[src/rtl/uart_multirate_rx.sv]
// ---------------------------------------------------------------------------
// uart_multirate_rx
//
// This block is a UART receiver that sits between the board RX pin and the
// command parser. It supports four baud rates that can be selected at run
// time. The data width and the parity mode are set by parameters. A start
// bit that does not stay low until its middle is treated as a glitch and
// ignored. The receiver reports framing, parity and overrun errors.
//
// Received words are held until the parser acknowledges them with clr.
//
// Build option:
//   UART_RX_FIFO_EN  When defined, each word and its error flags go into a
//                    FIFO that is FIFO_DEPTH deep. When not defined, a
//                    single holding register is used instead.
//
// Ports:
//   clk         system clock
//   rst         asynchronous, active-high reset
//   rx          serial line; idles high and is asynchronous to clk
//   rate_sel    baud rate select; latched when a frame starts
//   clr         acknowledge/pop the word currently presented
//   data        received word, LSB received first
//   data_rec    a word is available
//   frame_err   the stop bit of the presented word was 0
//   parity_err  the presented word has a parity mismatch
//   overrun     sticky; a word arrived while storage was full
//   rx_busy     the receiver is inside a frame (the FSM is not IDLE)
// ---------------------------------------------------------------------------
module uart_multirate_rx #(
  parameter int unsigned CLOCK_FREQ  = 100_000_000,
  parameter int unsigned RATE0       = 115200,
  parameter int unsigned RATE1       = 9600,
  parameter int unsigned RATE2       = 57600,
  parameter int unsigned RATE3       = 921600,
  parameter int unsigned DATA_BITS   = 8,
  parameter int unsigned PARITY_MODE = 0,
  parameter int unsigned FIFO_DEPTH  = 4
) (
  input  logic                 clk,
  input  logic                 rst,
  input  logic                 rx,
  input  logic [1:0]           rate_sel,
  input  logic                 clr,
  output logic [DATA_BITS-1:0] data,
  output logic                 data_rec,
  output logic                 frame_err,
  output logic                 parity_err,
  output logic                 overrun,
  output logic                 rx_busy
);

  localparam int unsigned LIMIT0 = CLOCK_FREQ / RATE0;
  localparam int unsigned LIMIT1 = CLOCK_FREQ / RATE1;
  localparam int unsigned LIMIT2 = CLOCK_FREQ / RATE2;
  localparam int unsigned LIMIT3 = CLOCK_FREQ / RATE3;
  localparam int unsigned MAX01  = (LIMIT0 > LIMIT1) ? LIMIT0 : LIMIT1;
  localparam int unsigned MAX23  = (LIMIT2 > LIMIT3) ? LIMIT2 : LIMIT3;
  localparam int unsigned MAX_LIMIT = (MAX01 > MAX23) ? MAX01 : MAX23;
  localparam int unsigned CNT_W  = $clog2(MAX_LIMIT + 1);
  localparam int unsigned BIT_W  = $clog2(DATA_BITS);
  localparam logic [BIT_W-1:0] LAST_BIT = BIT_W'(DATA_BITS - 1);

  if (DATA_BITS < 5 || DATA_BITS > 9 || PARITY_MODE > 2 || FIFO_DEPTH < 2 ||
      (FIFO_DEPTH & (FIFO_DEPTH - 1)) != 0) begin : g_bad_param
    $error("uart_multirate_rx: illegal parameter combination");
  end

  typedef enum logic [2:0] {IDLE, START, DATA, PARITY, STOP} state_t;

  state_t               state, state_nxt;
  logic                 rx_m, rx_s;
  logic [1:0]           rate_q;
  logic [CNT_W-1:0]     cnt;
  logic [CNT_W-1:0]     limit_m1, half_m1;
  logic [BIT_W-1:0]     bit_cnt;
  logic [DATA_BITS-1:0] sh;
  logic                 par_bit;
  logic                 par_calc;
  logic                 tick, latch_rate, shift_en, par_en, stop_en;
  logic                 done, done_fe, done_pe;

  // Two-flop synchroniser. It resets to the idle line level.
  always_ff @(posedge clk or posedge rst) begin
    if (rst) begin
      rx_m <= 1'b1;
      rx_s <= 1'b1;
    end else begin
      rx_m <= rx;
      rx_s <= rx_m;
    end
  end

  // Per-rate terminal counts, selected by the rate latched for this frame.
  always_comb begin
    limit_m1 = CNT_W'(LIMIT0 - 1);
    half_m1  = CNT_W'(LIMIT0 / 2 - 1);
    case (rate_q)
      2'd1: begin
        limit_m1 = CNT_W'(LIMIT1 - 1);
        half_m1  = CNT_W'(LIMIT1 / 2 - 1);
      end
      2'd2: begin
        limit_m1 = CNT_W'(LIMIT2 - 1);
        half_m1  = CNT_W'(LIMIT2 / 2 - 1);
      end
      2'd3: begin
        limit_m1 = CNT_W'(LIMIT3 - 1);
        half_m1  = CNT_W'(LIMIT3 / 2 - 1);
      end
      default: ;
    endcase
  end

  always_ff @(posedge clk or posedge rst) begin
    if (rst) state <= IDLE;
    else     state <= state_nxt;
  end

  always_comb begin
    state_nxt  = state;
    tick       = 1'b0;
    latch_rate = 1'b0;
    shift_en   = 1'b0;
    par_en     = 1'b0;
    stop_en    = 1'b0;
    case (state)
      IDLE: begin
        if (!rx_s) begin
          state_nxt  = START;
          latch_rate = 1'b1;
        end
      end
      START: begin
        // Mid start bit: a line that is already high again was a glitch.
        if (cnt == half_m1) begin
          tick      = 1'b1;
          state_nxt = rx_s ? IDLE : DATA;
        end
      end
      DATA: begin
        if (cnt == limit_m1) begin
          tick     = 1'b1;
          shift_en = 1'b1;
          if (bit_cnt == LAST_BIT)
            state_nxt = (PARITY_MODE != 0) ? PARITY : STOP;
        end
      end
      PARITY: begin
        if (cnt == limit_m1) begin
          tick      = 1'b1;
          par_en    = 1'b1;
          state_nxt = STOP;
        end
      end
      STOP: begin
        // Leaving at mid stop bit lets a new start edge follow directly.
        if (cnt == limit_m1) begin
          tick      = 1'b1;
          stop_en   = 1'b1;
          state_nxt = IDLE;
        end
      end
      default: state_nxt = IDLE;
    endcase
  end

  assign rx_busy = (state != IDLE);

  always_comb begin
    par_calc = 1'b0;
    case (PARITY_MODE)
      1:       par_calc = ~(^sh ^ par_bit);
      2:       par_calc = ^sh ^ par_bit;
      default: par_calc = 1'b0;
    endcase
  end

  // Baud counter, bit counter, shift register and completion strobe.
  always_ff @(posedge clk or posedge rst) begin
    if (rst) begin
      rate_q  <= 2'd0;
      cnt     <= '0;
      bit_cnt <= '0;
      sh      <= '0;
      par_bit <= 1'b0;
      done    <= 1'b0;
      done_fe <= 1'b0;
      done_pe <= 1'b0;
    end else begin
      if (latch_rate) rate_q <= rate_sel;

      if (tick || state_nxt != state) cnt <= '0;
      else if (state != IDLE)         cnt <= cnt + 1'b1;

      if (state != DATA) bit_cnt <= '0;
      else if (shift_en) bit_cnt <= bit_cnt + 1'b1;

      if (shift_en) sh <= {rx_s, sh[DATA_BITS-1:1]};
      if (par_en)   par_bit <= rx_s;

      done <= stop_en;
      if (stop_en) begin
        done_fe <= ~rx_s;
        done_pe <= par_calc;
      end
    end
  end

`ifdef UART_RX_FIFO_EN
  localparam int unsigned AW = $clog2(FIFO_DEPTH);

  logic [DATA_BITS+1:0] mem [FIFO_DEPTH];
  logic [AW-1:0]        wr_ptr, rd_ptr;
  logic [AW:0]          count;
  logic                 full, empty, push, pop;

  assign full  = (count == (AW+1)'(FIFO_DEPTH));
  assign empty = (count == '0);
  assign pop   = clr && !empty;
  // When the FIFO is full, a pop in the same cycle frees the slot the push needs.
  assign push  = done && (!full || pop);

  always_ff @(posedge clk or posedge rst) begin
    if (rst) begin
      for (int unsigned i = 0; i < FIFO_DEPTH; i++)
        mem[i] <= {2'b00, {DATA_BITS{1'b1}}};
      wr_ptr  <= '0;
      rd_ptr  <= '0;
      count   <= '0;
      overrun <= 1'b0;
    end else begin
      if (push) begin
        mem[wr_ptr] <= {done_pe, done_fe, sh};
        wr_ptr      <= wr_ptr + 1'b1;
      end
      if (pop) rd_ptr <= rd_ptr + 1'b1;
      case ({push, pop})
        2'b10:   count <= count + 1'b1;
        2'b01:   count <= count - 1'b1;
        default: ;
      endcase
      if (done && full && !pop)
        overrun <= 1'b1;
      else if (pop && !push && count == (AW+1)'(1))
        overrun <= 1'b0;
    end
  end

  assign {parity_err, frame_err, data} = mem[rd_ptr];
  assign data_rec = !empty;
`else
  logic [DATA_BITS-1:0] data_q;
  logic                 rec_q, fe_q, pe_q, ovr_q;

  always_ff @(posedge clk or posedge rst) begin
    if (rst) begin
      data_q <= '1;
      rec_q  <= 1'b0;
      fe_q   <= 1'b0;
      pe_q   <= 1'b0;
      ovr_q  <= 1'b0;
    end else if (done) begin
      // A new word beats a simultaneous acknowledge.
      data_q <= sh;
      fe_q   <= done_fe;
      pe_q   <= done_pe;
      rec_q  <= 1'b1;
      if (rec_q && !clr) ovr_q <= 1'b1;
    end else if (clr && rec_q) begin
      rec_q <= 1'b0;
      ovr_q <= 1'b0;
    end
  end

  assign data       = data_q;
  assign data_rec   = rec_q;
  assign frame_err  = fe_q;
  assign parity_err = pe_q;
  assign overrun    = ovr_q;
`endif

endmodule
[config.mk]
export PLATFORM = sky130hd
export DESIGN_NAME = uart_multirate_rx
export DESIGN_NICKNAME = d
export VERILOG_FILES = /design/src/rtl/uart_multirate_rx.sv
export SDC_FILE = /design/constraint.sdc
export NUM_CORES = 1
export LEC_CHECK = 0
export ABC_AREA = 1
export CAP_MARGIN = 5
export CORE_MARGIN = 1
export CORE_UTILIZATION = 40
export CTS_CLUSTER_DIAMETER = 50
export CTS_CLUSTER_SIZE = 20
export DETAILED_ROUTE_END_ITERATION = 7
export GPL_ROUTABILITY_DRIVEN = 0
export PLACE_DENSITY_LB_ADDON = 0.12
export RECOVER_POWER = 50
export SLEW_MARGIN = 10
export SYNTH_ARGS = -nofsm -noshare
export SYNTH_HDL_FRONTEND = slang
export SYNTH_SLANG_ARGS = --single-unit
[constraint.sdc]
create_clock -name clk -period 2.3 [get_ports clk]
set_clock_uncertainty 0.2 [all_clocks]
set_input_delay 0.46 -clock clk [delete_from_list [all_inputs] [get_ports clk]]
set_output_delay 0.46 -clock clk [all_outputs]
set_load 0.1 [all_outputs]
==> results_dict.tcl, run 1 <==
set metrics [dict create \
    grt_usage_pct 18.2 \
    syn-num-nets 342 \
    nets 362 \
    ctsHoldBuffers 0 \
    required_ns 2.29 \
    rows 28 \
    grt_max_degree 46 \
    die_x_um 82.2 \
    ys.warnings.count 0 \
    num-fill-cells 600 \
    setup-tns-final_ns 0 \
    yosysTopAreaCell "dfrtp_1" \
    synth_commonest_cells "nand2_1, inv_1, dfrtp_1" \
    rsz0062_at_grt "no" \
    pin_count 19 \
    p_total_mw 2.67 \
    cts.sinks 45 \
    startpoint_type "flop" \
    setup_viol_count_final 0 \
    clock_latency_ns 0.30 \
    synth_area_um2 2570 \
    grt_pass1_wl_um 9170 \
    viasPerCell 4.71 \
    instances_no_fill 425 \
    antenna_found_initial 0 \
    syn_inst 330 \
    relSlewSlack_pct 23.4 \
    wirelength_um 5340 \
    ys_seq_area_share_pct 44.3 \
    ant_nets 0 \
    clkTransAtPathRegs_ns 0.09 \
    yosysUniqueCellTypes 34 \
    slew_violations 0 \
    peakVddDrop_mv 0.604 \
    critPathCaptureType "flop" \
    drtPass1Iterations 4 \
    path_class "reg2reg" \
    drtIter0Drc 144 \
    drive_above_1_share_pct 22.6 \
    synth.avg_cell_area_um2 7.80 \
    placedCellCount 416 \
    drc 0 \
    wl_per_cell_um 12.6 \
    post-route-util_pct 50.3 \
    maxCapViolations 0 \
    ys_ff_latch 45 \
    diodes 0 \
    io_buffer_count 17 \
    worstPathArrival_ns 2.14 \
    synth_edf_count 0 \
    root_buffer "clkbuf_8" \
    areaGrowthSynthToFinish_pct 18.6 \
    die_h_um 82.2 \
    ys_async_sr_fraction_pct 100 \
    tightest_slew_ns 1.15 \
    clockBufferDepth 2 \
    critPathMaxFanout 8 \
    synth.most_common_cell "nand2_1" \
    initial_utilization_pct 42.4 \
    hold_path.class "reg2reg" \
    hold_viol 0 \
    grt_overflow 0 \
    fin_crit_ns 2.14 \
    cts_tree "yes" \
    fin_crit_sh_pct 93.2 \
    synth_flop_cell "dfrtp_1" \
    max_freq_ghz 0.467 \
    dpl.hpwl_um 3700 \
    timing.hold.ws_ns 0.164 \
    grt_pass1_vias 1926 \
    yosysTopAreaCellShare_pct 34.0 \
    core_um2 6060 \
    power.density_nw_per_um2 874 \
    leakage_nw 1.54 \
    status "completed" \
    die-area_um2 6760 \
    vias 2003 \
    cts-buffers-inserted 5 \
    synth.area.top_cells "dfrtp_1, nand2_1, dfstp_2" \
    htreeDepth 2 \
]
## cell type report
type / instances / area (µm²) / area share, %
multi-input combinational: 216 / 1200 / 39.4
sequential: 45 / 1140 / 37.4
timing repair buffer: 20 / 273 / 8.94
inverter: 62 / 238 / 7.79
tap: 75 / 93.8 / 3.08
clock buffer: 5 / 68.8 / 2.26
clock inverter: 2 / 35.0 / 1.15
## kinds of logic (layout without fill, tap and decap cells)
| logic type | count (synthesis) | in the layout | synth area share, % |
|---|---|---|---|
| buf+inv | 71 | 89 | 12.0 |
| other cells | 1 | 1 | 0.146 |
| simple gates | 165 | 167 | 29.9 |
| xor+xnor | 14 | 14 | 5.06 |
| flops | 45 | 45 | 44.3 |
| fa+ha+maj | 6 | 6 | 2.92 |
| compound gates | 28 | 28 | 5.74 |
## sequential cells by signal, indices dropped and copies added, names as in the netlist, 2 cells and up
register,count
data,8
rate_q,2
state,3
cnt,14
bit_cnt,3
sh,8
## final timing paths
| path | from | end | slack, ns | depth (start not counted) |
|---|---|---|---|---|
| worst max-delay path | rate_q[0]$_DFFE_PP0P_ | cnt[12]$_DFFE_PP0P_ | 0.16 | 10 |
| worst min-delay path | rx_m$_DFF_PP1_ | rx_s$_DFF_PP1_ | 0.16 | 0 |
| worst max register to register | rate_q[0]$_DFFE_PP0P_ | cnt[12]$_DFFE_PP0P_ | 0.16 | 10 |
| worst min register to register | rx_m$_DFF_PP1_ | rx_s$_DFF_PP1_ | 0.16 | 0 |
| max in group asynchronous | rst | rate_q[0]$_DFFE_PP0P_ | 0.36 | 3 |
| min in group asynchronous | rst | sh[4]$_DFFE_PP0P_ | 0.76 | 3 |
## cells in the final DEF (no fill, tap or decap), types with 2 or more instances in the layout
master           synthesis  routed
ha_4                     0       3
o21ai_1                  5       5
clkbuf_8                 0       5
nor3_1                   2       2
inv_4                    1       2
dfrtp_1                 35      34
clkdlybuf4s50_1          0       3
nor2_2                   4       4
buf_4                    1       5
buf_12                   0       9
clkinv_1                 2       3
nand2_1                 86      85
nand2_2                 12      13
a21oi_1                  6       6
nor2_4                   1       2
nand3_4                  2       3
xnor2_2                  1       2
dlygate4sd3_1            0       2
nand4_1                  4       4
inv_2                   13      14
xor2_1                  10      10
nand3_1                 22      22
dfstp_2                 10      10
ha_1                     6       3
inv_1                   45      43
o21ai_0                 15      15
xnor2_1                  3       2
nor2_1                  28      28
## metrics by stage
step / cell area [µm²] / setup WS [ns]
detailed placement: 2880 / 0.00676
finish: 3050 / 0.157
global route: 3050 / 0.0510
floorplan: 2570 / 0.124
global placement: 2880 / 0.0247
CTS: 3000 / 0.00863
## power by group
part,switching [mW],internal (mW)
clock network,0.277,0.316
registers,0.0780,0.860
logic,0.729,0.408
total,1.08,1.58
## worst max-delay path, cell delays in order, from the launching register on
cell	delay, ns
dfrtp_2	0.46
inv_4	0.12
ha_4	0.23
xnor2_1	0.16
nand2_1	0.11
nor2_2	0.16
nand3_4	0.18
nand2_4	0.14
nand3_4	0.14
nand2_1	0.10
inv_1	0.04
## per-layer routing
layer  wire (µm)  GRT usage (%)  part of all wire, %
met1        2800           26.9                   52
met3         201           4.51                  3.8
met4          55           5.26                  1.0
met2        2290           26.2                   43
met5           0              0                    0
## repair_timing
action	CTS	global route
resized for setup	1	11
endpoints found under the setup margin	14	27
setup buffers	0	0
cloned	1	1
pin swaps	0	2
No activity file was read; power rests on OpenSTA's default activity.
==> run 2, diff against run 1 <==
SKIP_CTS_REPAIR_TIMING = 1   (was not set)
==> run 2 against run 1 <==
Against the previous run: routed wire length barely moved; worst hold slack barely moved; clock-buffer cell count did not move; clock power barely moved; register-to-register slack got worse by 0.02 ns; sequential power barely moved; combinational power barely moved; design area did not move.
==> results_dict.tcl, run 2 (synthesis gave the netlist of run 1 again) <==
set metrics [dict create \
    path_class "reg2reg" \
    critPathCaptureType "flop" \
    p_seq_share_pct 35.1 \
    max_freq_ghz 0.462 \
    place_ws_ns 0.00676 \
    clkTransAtPathRegs_ns 0.09 \
    layout_commonest_cell "nand2_1" \
    hold_viol 0 \
    htreeDepth 2 \
    grt_pass1_wl_um 8920 \
    leakage_nw 1.54 \
    die_x_um 82.2 \
    core_um2 6060 \
    tightest_slew_ns 1.15 \
    wirelength_um 5340 \
    r2r_start "rate_q[0]$_DFFE_PP0P_" \
    cts-buffers-inserted 5 \
    p_switching_mw 1.09 \
    rows 28 \
    r2r_end "cnt[12]$_DFFE_PP0P_" \
    die_h_um 82.2 \
    cts.sinks 45 \
    reg2regPathDepth 10 \
    drive_above_1_share_pct 22.6 \
    rsz0062_at_grt "no" \
    cts_tree "yes" \
    slew_violations 0 \
    num-fill-cells 604 \
    maxCapViolations 0 \
    hold_path.class "reg2reg" \
    fin_crit_ns 2.16 \
    stdcell_area_um2 3050 \
    wl_per_cell_um 12.6 \
    required_ns 2.29 \
    drc 0 \
    fin_crit_sh_pct 94.0 \
    setup_viol_count_final 0 \
    io_buffer_count 17 \
    drtIter0Drc 150 \
    critPathMaxFanout 8 \
    multi_input_area_um2 1200 \
    worstPathCellList "inv_4 > ha_4 > xnor2_1 > nand2_1 > nor2_2 > nand3_4 > nand2_4 > nand3_4 > nand2_1 > inv_1" \
    drtPass1Iterations 4 \
    p_total_mw 2.67 \
    relSlewSlack_pct 23.2 \
    largest_reg_flops 14 \
    die-area_um2 6760 \
    final_cell_mix "nand2_1, inv_1, dfrtp_1" \
    seq_area_um2 1140 \
    crit_path_end "cnt[12]$_DFFE_PP0P_" \
    ant_nets 0 \
    dpl.hpwl_um 3700 \
    status "completed" \
    grt_max_degree 46 \
    viasPerCell 4.74 \
    postPlaceCellArea_um2 2880 \
    nets 362 \
    diodes 0 \
    internal-power_mw 1.58 \
    clock_latency_ns 0.30 \
    regMostFlops "cnt" \
    initial_utilization_pct 42.4 \
    power.density_nw_per_um2 877 \
    r2r_slack_ns 0.14 \
    pwr-share-clk_pct 22.2 \
    timing.hold.ws_ns 0.164 \
    slowest_stage "dfrtp_2" \
    max_stage_delay_ns 0.46 \
    startpoint_type "flop" \
    clockBufferDepth 2 \
    root_buffer "clkbuf_8" \
    vias 2013 \
    peakVddDrop_mv 0.604 \
    hold_depth 0 \
    grt_usage_pct 17.7 \
    antenna_found_initial 0 \
    areaGrowthSynthToFinish_pct 18.6 \
    grt_overflow 0 \
    p_comb_share_pct 42.7 \
    setup_ws_ns 0.137 \
    crit_start "rate_q[0]$_DFFE_PP0P_" \
    grt_pass1_vias 1919 \
    switching_share_pct 40.8 \
    worstPathArrival_ns 2.16 \
    pin_count 19 \
]
[run 2: routing by layer]
layer  share of wire (%)  GRT usage (%)  up-vias
met1                  52           25.3      931
met3                 4.0           4.40        4
li1                    -              -     1045
met5                   0              0        -
met2                  43           26.6       33
met4                 1.0           4.91        0
[run 2: per-stage QoR]
step	setup TNS [ns]	instances	utilization [%]
detailed placement	0	416	47.6
global placement	0	416	47.6
finish	0	425	50.3
global route	0	425	50.3
floorplan	0	330	-
CTS	-0.304	423	49.3
[run 2: area by class of cell]
cell class	instances	share of cell area, %
Sequential cell	45	37.4
Inverter	62	7.79
Clock inverter	2	1.15
Tap cell	75	3.08
Clock buffer	5	2.26
Multi-Input combinational cell	216	39.4
Timing Repair Buffer	20	8.94
[run 2: worst min path at each step]
stage	startpoint	end	slack, ns
global route	rx_m$_DFF_PP1_	rx_s$_DFF_PP1_	0.17
detailed placement	rx_m$_DFF_PP1_	rx_s$_DFF_PP1_	0.15
global placement	rx_m$_DFF_PP1_	rx_s$_DFF_PP1_	0.15
CTS	rx_m$_DFF_PP1_	rx_s$_DFF_PP1_	0.16
floorplan	rx_m$_DFF_PP1_	rx_s$_DFF_PP1_	0.15
finish	rx_m$_DFF_PP1_	rx_s$_DFF_PP1_	0.16
[run 2: power by group through the flow]
stage	Clock (mW)	Sequential [mW]	Combinational, mW
floorplan	0	0.916	0.864
global placement	0	0.937	1.02
detailed placement	0	0.937	1.02
CTS	0.613	0.923	1.03
global route	0.637	0.946	1.27
finish	0.593	0.939	1.14
[run 2: worst max-delay path, delay by kind of cell, from the launching register on]
kind | cells | cell delay [ns]
xor+xnor | 1 | 0.16
fa+ha+maj | 1 | 0.23
buf+inv | 2 | 0.16
flops | 1 | 0.46
simple gates | 6 | 0.86
